### config.mk
export PLATFORM = sky130hd
export DESIGN_NAME = sobel_magnitude_pipe
export DESIGN_NICKNAME = d
export VERILOG_FILES = /design/src/rtl/sobel_magnitude_pipe.sv
export SDC_FILE = /design/constraint.sdc
export NUM_CORES = 1
export LEC_CHECK = 0
export ABC_AREA = 1
export BUFFER_PORTS_ARGS = -buffer_cell sky130_fd_sc_hd__buf_2
export CORE_ASPECT_RATIO = 1.25
export CORE_MARGIN = 2
export CORE_UTILIZATION = 55
export CTS_CLUSTER_SIZE = 10
export DETAILED_ROUTE_END_ITERATION = 10
export PLACE_DENSITY = 0.88
export SETUP_SLACK_MARGIN = 0.05
export SKIP_LAST_GASP = 1
export SLEW_MARGIN = 20
export SYNTH_ARGS = -nofsm -noshare
export SYNTH_HDL_FRONTEND = slang
export SYNTH_SLANG_ARGS = --single-unit
### constraint.sdc
create_clock -name clk -period 3.75 [get_ports clk]
set_clock_uncertainty 0.1 [all_clocks]
set_input_delay 0.75 -clock clk [delete_from_list [all_inputs] [get_ports clk]]
set_output_delay 0.75 -clock clk [all_outputs]
set_load 0.01 [all_outputs]
### src/rtl/sobel_magnitude_pipe.sv
// Three-stage Sobel edge-magnitude pipeline with optional binarisation and a
// per-frame output pixel counter.
// Stage 1: Gx/Gy gradients. Stage 2: |Gx|+|Gy|. Stage 3: output pixel.
// All outputs are driven from registers only.
module sobel_magnitude_pipe #(
  parameter int unsigned IMG_WIDTH    = 256,
  parameter int unsigned FRAME_PIXELS = 65536
) (
  input  logic        clk,
  input  logic        rst,
  input  logic [7:0]  Z1,
  input  logic [7:0]  Z2,
  input  logic [7:0]  Z3,
  input  logic [7:0]  Z4,
  input  logic [7:0]  Z5,
  input  logic [7:0]  Z6,
  input  logic [7:0]  Z7,
  input  logic [7:0]  Z8,
  input  logic [7:0]  Z9,
  input  logic        valid_in,
  input  logic        black_in,
  input  logic        thresh_en,
  input  logic [7:0]  threshold,
  output logic [7:0]  pixel_out,
  output logic        pixel_valid,
  output logic        frame_done,
  output logic [16:0] pix_count
);

  // The counter is 17 bits wide, so a frame cannot exceed 2^17 pixels.
  if (IMG_WIDTH < 3 || FRAME_PIXELS < 1 || FRAME_PIXELS > 131072) begin : g_param_check
    $error("sobel_magnitude_pipe: unsupported IMG_WIDTH/FRAME_PIXELS");
  end

  localparam logic [16:0] LastIdx = 17'(FRAME_PIXELS - 1);

  // Stage 1 state
  logic        r_s1_valid;
  logic        r_s1_black;
  logic [10:0] r_gx;
  logic [10:0] r_gy;
  // Stage 2 state
  logic        r_s2_valid;
  logic        r_s2_black;
  logic [10:0] r_mag;
  // Stage 3 / output state
  logic        r_out_valid;
  logic [7:0]  r_pix;
  logic [16:0] r_pix_count;

  logic [10:0] w_gx_pos;
  logic [10:0] w_gx_neg;
  logic [10:0] w_gy_pos;
  logic [10:0] w_gy_neg;
  logic [10:0] w_gx;
  logic [10:0] w_gy;
  logic [10:0] w_abs_gx;
  logic [10:0] w_abs_gy;
  logic [10:0] w_mag;
  logic [7:0]  w_sat;
  logic [7:0]  w_pix;
  logic        w_s1_take;
  logic        w_s2_take;
  logic        w_last;

  // Gradient kernels; partial sums are at most 1020 so the 11-bit difference
  // is an exact two's-complement result.
  always_comb begin
    w_gx_pos  = {3'b0, Z3} + {2'b0, Z6, 1'b0} + {3'b0, Z9};
    w_gx_neg  = {3'b0, Z1} + {2'b0, Z4, 1'b0} + {3'b0, Z7};
    w_gy_pos  = {3'b0, Z7} + {2'b0, Z8, 1'b0} + {3'b0, Z9};
    w_gy_neg  = {3'b0, Z1} + {2'b0, Z2, 1'b0} + {3'b0, Z3};
    w_gx      = w_gx_pos - w_gx_neg;
    w_gy      = w_gy_pos - w_gy_neg;
    w_s1_take = valid_in | black_in;
  end

  // Stage 1 register: flags follow inputs every cycle, data only on accept.
  always_ff @(posedge clk or posedge rst) begin
    if (rst) begin
      r_s1_valid <= 1'b0;
      r_s1_black <= 1'b0;
      r_gx       <= '0;
      r_gy       <= '0;
    end else begin
      r_s1_valid <= valid_in;
      r_s1_black <= black_in;
      if (w_s1_take) begin
        r_gx <= w_gx;
        r_gy <= w_gy;
      end
    end
  end

  // Absolute values and their sum; max 1020 + 1020 = 2040 fits in 11 bits.
  always_comb begin
    w_abs_gx  = r_gx[10] ? (~r_gx + 11'd1) : r_gx;
    w_abs_gy  = r_gy[10] ? (~r_gy + 11'd1) : r_gy;
    w_mag     = w_abs_gx + w_abs_gy;
    w_s2_take = r_s1_valid | r_s1_black;
  end

  // Stage 2 register: magnitude.
  always_ff @(posedge clk or posedge rst) begin
    if (rst) begin
      r_s2_valid <= 1'b0;
      r_s2_black <= 1'b0;
      r_mag      <= '0;
    end else begin
      r_s2_valid <= r_s1_valid;
      r_s2_black <= r_s1_black;
      if (w_s2_take) begin
        r_mag <= w_mag;
      end
    end
  end

  // Output pixel selection; black wins, then binarisation, then saturation.
  always_comb begin
    w_sat = (r_mag > 11'd255) ? 8'hFF : r_mag[7:0];
    w_pix = w_sat;
    if (r_s2_black) begin
      w_pix = 8'h00;
    end else if (thresh_en) begin
      w_pix = (w_sat >= threshold) ? 8'hFF : 8'h00;
    end
  end

  // Stage 3 register: one output per sample carrying either flag.
  always_ff @(posedge clk or posedge rst) begin
    if (rst) begin
      r_out_valid <= 1'b0;
      r_pix       <= '0;
    end else begin
      r_out_valid <= r_s2_valid | r_s2_black;
      if (r_s2_valid | r_s2_black) begin
        r_pix <= w_pix;
      end
    end
  end

  // Last pixel of the frame is flagged while it is on the output.
  always_comb begin
    w_last = r_out_valid && (r_pix_count == LastIdx);
  end

  // Frame pixel counter; wraps after the last pixel of a frame.
  always_ff @(posedge clk or posedge rst) begin
    if (rst) begin
      r_pix_count <= '0;
    end else if (r_out_valid) begin
      r_pix_count <= w_last ? 17'd0 : r_pix_count + 17'd1;
    end
  end

  assign pixel_out   = r_pix;
  assign pixel_valid = r_out_valid;
  assign frame_done  = w_last;
  assign pix_count   = r_pix_count;

endmodule

==> results of run 1 <==
-- final cells by class --
type                            instances  area share
Clock buffer                           11     0.03194
Inverter                              237      0.1174
Multi-Input combinational cell        550      0.5249
Timing Repair Buffer                  128     0.09254
Sequential cell                        63      0.2075
Clock inverter                          4    0.002964
Tap cell                              138     0.02272
-- cells in the mapped netlist, drive strengths merged (4+ instances only) --
library cell	count
a21oi	28
a31oi	5
clkbuf	7
dfrtp	63
fa	63
ha	46
inv	237
nand2	183
nand3	37
nand4	11
nor2	63
nor3	15
o21ai	50
o21bai	4
o22ai	11
xnor2	4
xor2	17
-- cells by family (layout without fill, tap and decap cells) --
group | after synthesis | after routing
xor+xnor | 21 | 21
flops | 63 | 63
compound gates | 100 | 100
fa+ha+maj | 109 | 109
buf+inv | 247 | 380
simple gates | 320 | 320
-- power by group through the flow --
stage / clock network (mW) / registers (mW) / logic, mW
final: 0.742 / 1.14 / 4.50
after global routing: 0.785 / 1.17 / 5.12
after CTS: 0.753 / 1.13 / 4.30
after detailed placement: 0 / 1.14 / 4.25
after global placement: 0 / 1.13 / 4.02
after floorplan: 0 / 1.11 / 3.15
-- per-stage QoR --
step | worst slack [ns] | hold slack (ns) | util | area (um2) | setup TNS [ns]
final | 0.1696 | 0.2710 | 0.6604 | 7599 | 0
after global routing | -0.02763 | 0.2951 | 0.6604 | 7599 | -0.02763
after CTS | 0.09295 | 0.2726 | 0.6542 | 7527 | 0
after detailed placement | -0.2449 | 0.2607 | 0.6311 | 7262 | -1.750
after global placement | -0.1337 | 0.2559 | 0.6311 | 7262 | -0.7614
after floorplan | 0.09708 | 0.2543 | - | 6441 | 0
-- state kept, by name, indices dropped and copies added, names as in the netlist --
register / count
pixel_out: 8
pix_count: 17
r_s2_black: 1
pixel_valid: 1
r_s1_black: 1
r_s1_valid: 1
r_gx: 11
r_mag: 11
r_gy: 11
r_s2_valid: 1
-- worst max-delay path: cells and delay by family --
family | cells | cell delay (ns)
adders and majority gates | 4 | 1.92
and+or+nand+nor | 5 | 0.35
buffers and inverters | 5 | 0.35
AOI/OAI and AO/OA | 2 | 0.28
-- worst paths after layout --
| kind | start | endpoint | slack, ns | depth (start not counted) |
|---|---|---|---|---|
| min in group asynchronous | rst | pixel_out[6] | 0.38 | 2 |
| max | Z7[4] | r_gx[9] | 0.17 | 16 |
| min | r_s1_valid | r_s2_valid | 0.27 | 0 |
| max in group asynchronous | rst | r_gy[7] | 2.28 | 3 |
| min reg2reg | r_s1_valid | r_s2_valid | 0.27 | 0 |
| max reg2reg | r_gy[0] | r_mag[9] | 1.19 | 13 |
-- what timing repair did --
item,in CTS,in global routing
endpoints found under the setup margin,0,11
endpoints found under the hold margin,0,0
buffers inserted,0,1
gates resized for setup,0,15
-- routing by layer --
layer | global-route usage | share of wire | routed length, um
met1 | 0.2542 | 0.38 | 5391
met2 | 0.4478 | 0.54 | 7685
met3 | 0.03577 | 0.039 | 555
met4 | 0.09428 | 0.038 | 540
met5 | 0 | 0 | 0
==> impl_metrics.csv, run 1 <==
group,metric,value,unit
status,status,"finished clean",
timing,fmax,279.3,MHz
synth,synth_edf_count,0,
synth,synthMuxAreaShare,0,
floorplan,start_util,0.5598,
synth,syn_inst,860,
final_layout,layout_commonest_cell,"inv_1",
power,p_total,6.385,mW
synth,synth-simple-area-share,0.2125,
clock_network,clock-root-buffer,"clkbuf_16",
global_route,grt_max_degree,37,
detailed_routing,avgRoutedWirePerCell,12.53,um
timing,setup_viol,0,
global_route,gr-usage-all-layers,0.2357,
placement,gp_congestion,0.9172,
power,ir_drop,510.6,uV
floorplan,die_x,100.8,um
synth,synth_top_family_by_area,"adder cells",
clock_network,cts_buffers,9,
detailed_routing,drcViolationCount,0,
clock_network,clock_latency,0.33,ns
power,leakagePower,4.391,nW
floorplan,die_h,125.0,um
timing,maxSlewViolCount,0,
final_layout,fin_nets,1183,
clock_network,max-clock-path-buffers,2,
floorplan,die_area,12600,um2
critical_path,critPathLaunchType,"input pin",
synth,syn_nets,1054,
power,power_density,840.4,nW/um2
floorplan,io_pins,112,
clock_network,ctsHoldBuffers,0,
clock_network,cts_tree,"yes",
placement,place_inst,1115,
final_layout,final_layout_size_suffix_gt1_frac,0.1742,
global_route,overflow,0,
final_layout,n_fill_cell,921,
synth,synth_top_area_frac,0.2448,
critical_path,crit_top_cell,"nand2_1",
final_layout,final_cell_mix,"inv_1 (231), nand2_1 (180), buf_2 (103)",
timing,rsz0062_at_grt,"yes",
power,switching_share,0.4990,
synth,synth_xor_area_frac,0.02855,
synth,ys_top_cells_by_area,"dfrtp_1 (24%), fa_1 (20%), inv_1 (14%)",
detailed_routing,drt-total-wl,14170,um
floorplan,rows,44,
power,pwr-share-clk,0.116,
critical_path,cp_max_fo,4,
job,max-cap-violations,0,
synth,synth_compound_area_frac,0.08314,
timing,layout_min_cycle_time,3.580,ns
synth,syn_area,6441,um2
critical_path,critPathKind,"in2reg",
final_layout,fin_cells,1131,
clock_network,clock-sinks,63,
global_route,antenna_found_initial,0,
hold_path,holdCritPathClass,"reg2reg",
timing,relSlewSlack,0.4772,
timing,finalCritPeriodShare,0.9548,
placement,port_buffers,103,
placement,dpl.hpwl,11380,um
critical_path,cpPeakStageDelay,0.55,ns
timing,hold_viol,0,
global_route,grt_pass1_vias,5902,
clock_network,cts_max_level,3,
synth,ys_async_sr_fraction,1.000,
critical_path,crit_chain,"buf_2, inv_1, fa_1, inv_1, fa_1, fa_1, inv_1, ha_1, nand2_1, o21ai_4, buf_4, nand2_1, nand2_1, nand2_1, nand2_1, o22ai_1",
critical_path,cp_slowest_cell,"fa_1",
critical_path,arrival,3.68,ns
power,p_int,3.199,mW
final_layout,area_growth,17.97,%
critical_path,required,3.85,ns
final_layout,multi_input_area,3989,um2
critical_path,cp-end-kind,"flop",
synth,ys_ff_latch,63,
detailed_routing,ant_nets,0,
timing,worst_slew_pin_slew,0.7813,ns
final_layout,antenna_cells,0,
global_route,grt_first_pass_wirelength,24270,um
detailed_routing,firstDrtPassIters,5,
detailed_routing,vias_per_cell,5.129,
power,comb_power_share,0.705,
final_layout,seq_area,1577,um2
power,p_sw,3.187,mW
synth,ys_seq_area_frac,0.2448,
clock_network,clkTransAtPathRegs,0.05,ns
power,p_seq_frac,0.178,
synth,synth_top_area_cell,"dfrtp_1",
floorplan,coreArea,11510,um2
detailed_routing,drt-initial-drc-count,242,
synth,ys_types,34,
detailed_routing,vias,5801,
synth,ys.flop_type,"dfrtp_1",
synth,avgSynthCellArea,7.490,um2
synth,ys_warn_count,0,
synth,yosys.area_share.adder,0.2852,
(Power assumes the default switching activity.)
==> inputs of run 2 (changes only) <==
CELL_PAD_IN_SITES_DETAIL_PLACEMENT = 0   (was default)
CELL_PAD_IN_SITES_GLOBAL_PLACEMENT = 1   (was default)
CORE_UTILIZATION = 40   (was 55)
CTS_BUF_LIST = sky130_fd_sc_hd__clkbuf_8   (was default)
==> run 2 against run 1 <==
  * Die area up 36%
  * Via count shrank 6.1%
  * Largest cell class unchanged
  * Routed wire length is 8.1% lower
  * Utilization shrank 17 points
  * Highest routed layer unchanged
  * Maximum frequency is 0.77% higher
  * Power decreased by 5.4%
==> impl_metrics.csv, run 2 (same netlist as run 1, synthesis figures left out) <==
group,metric,value,unit
clock_network,cts_buffers,9,
clock_network,clock-root-buffer,"clkbuf_8",
timing,hold_viol,0,
clock_network,clkTransAtPathRegs,0.07,ns
timing,layout_min_cycle_time,3.553,ns
clock_network,clock-sinks,63,
clock_network,cts_max_level,3,
floorplan,start_util,0.4103,
critical_path,arrival,3.67,ns
floorplan,die_h,145.9,um
detailed_routing,drt-initial-drc-count,204,
critical_path,endpoint,"r_gx[10]",
detailed_routing,ant_nets,0,
detailed_routing,drt-total-wl,13030,um
detailed_routing,drcViolationCount,0,
clock_network,max-clock-path-buffers,2,
timing,worst_slew_pin_slew,0.6937,ns
clock_network,cts.repair.resized,0,
global_route,grt_first_pass_wirelength,23110,um
global_route,grt-busiest-layer,"met2",
global_route,grt_max_degree,42,
timing,finalCritPeriodShare,0.9474,
final_layout,fin_cells,1215,
floorplan,die_area,17140,um2
critical_path,cp-end-kind,"flop",
critical_path,reg2reg_slack,1.19,ns
final_layout,area_growth,18.65,%
floorplan,rows,51,
detailed_routing,vias_per_cell,4.486,
power,ir_drop,331.1,uV
final_layout,multi_input_area,3943,um2
clock_network,clock_latency,0.35,ns
global_route,grt_use_met1,0.1753,
placement,dpl.hpwl,11180,um
global_route,grt_pass1_vias,5547,
critical_path,cpPeakStageDelay,0.56,ns
timing,maxSlewViolCount,0,
clock_network,cts_setup_buffers,0,
final_layout,n_fill_cell,1621,
final_layout,fin_nets,1192,
floorplan,io_pins,112,
final_layout,largest_reg_flops,17,
floorplan,die_x,117.5,um
critical_path,cp_max_fo,3,
critical_path,crit_chain,"buf_2, inv_1, fa_1, fa_1, inv_1, fa_1, inv_1, ha_1, nand2_1, nor3_1, nand3_1, nand4_1, o21ai_0",
global_route,grtUsageMet2,0.3126,
timing,fmax,281.5,MHz
critical_path,critPathKind,"in2reg",
hold_path,holdCritPathClass,"reg2reg",
critical_path,worst-r2r-cell-count,13,
timing,setup_viol,0,
detailed_routing,firstDrtPassIters,5,
global_route,antenna_found_initial,0,
floorplan,coreArea,15700,um2
placement,place_inst,1199,
global_route,gr-usage-all-layers,0.1613,
clock_network,cts_tree,"yes",
final_layout,final_layout_size_suffix_gt1_frac,0.1735,
final_layout,final_cell_mix,"inv_1 (234), nand2_1 (181), buf_2 (103)",
global_route,overflow,0,
critical_path,reg2reg_from,"r_gy[0]",
final_layout,antenna_cells,0,
status,status,"finished clean",
critical_path,reg2reg_to,"r_mag[9]",
critical_path,cp_slowest_cell,"fa_1",
clock_network,ctsHoldBuffers,0,
critical_path,critPathLaunchType,"input pin",
critical_path,required,3.87,ns
global_route,met3_usage,0.02116,
detailed_routing,vias,5450,
power,power_density,790.2,nW/um2
timing,rsz0062_at_grt,"yes",
timing,relSlewSlack,0.5358,
final_layout,fin_util,0.4868,
placement,gp_congestion,0.8537,
power,leakagePower,4.402,nW
placement,port_buffers,103,
critical_path,crit_start,"Z1[6]",
detailed_routing,avgRoutedWirePerCell,10.72,um
final_layout,layout_commonest_cell,"inv_1",
final_layout,seq_area,1577,um2
job,max-cap-violations,0,
run 2: changes by cell type in the layout (fill, tap and decap cells not counted), sizes merged:
cell,previous run,this run
clkbuf,11,13
inv,237,238
clkinv,3,1
buf,128,137
run 2: layer usage:
metal	up-vias	part of all wire	routed length (um)
met5	-	0	0
met4	0	0.024	308
met3	24	0.031	402
met2	116	0.53	6887
met1	2435	0.42	5432
li1	2875	-	-
run 2: area by class of cell:
class	count	area share
inverters	237	0.1167
flip-flops and latches	63	0.2063
repair buffers	137	0.1009
multi-input cells	550	0.5159
clock inverters	3	0.002128
clock buffers	13	0.02341
well taps	212	0.03471
run 2: how the worst min path moves through the flow:
stage,from,to,slack [ns],cells past startpoint
2_1_floorplan,r_s1_black,r_s2_black,0.25,0
3_3_place_gp,r_s1_black,r_s2_black,0.26,0
3_5_place_dp,r_s1_black,r_s2_black,0.26,0
4_1_cts,r_s1_black,r_s2_black,0.28,0
5_1_grt,r_s1_black,r_s2_black,0.28,0
6_report,r_s1_black,r_s2_black,0.27,0
run 2: metrics by stage:
stage | setup WS, ns | hold slack, ns | TNS (ns) | power [mW] | cell area (um2)
after detailed placement | -0.1790 | 0.2599 | -1.344 | 5.461 | 7430
after global placement | -0.1493 | 0.2585 | -1.002 | 5.385 | 7430
after floorplan | 0.09708 | 0.2543 | 0 | 4.264 | 6441
after global routing | 0.04727 | 0.2810 | 0 | 6.885 | 7642
final | 0.1971 | 0.2740 | 0 | 6.039 | 7642
after CTS | 0.1748 | 0.2758 | 0 | 6.064 | 7625
run 2: critical path: cells and delay by family:
kind	cells	cell delay (ns)
adders and majority gates	4	1.93
buffers and inverters	4	0.25
and+or+nand+nor	4	0.64
AOI/OAI and AO/OA	1	0.09
run 2: power by group:
group | internal (mW) | switching, mW
logic | 1.83 | 2.51
clock network | 0.309 | 0.260
registers | 0.943 | 0.186
total | 3.08 | 2.96
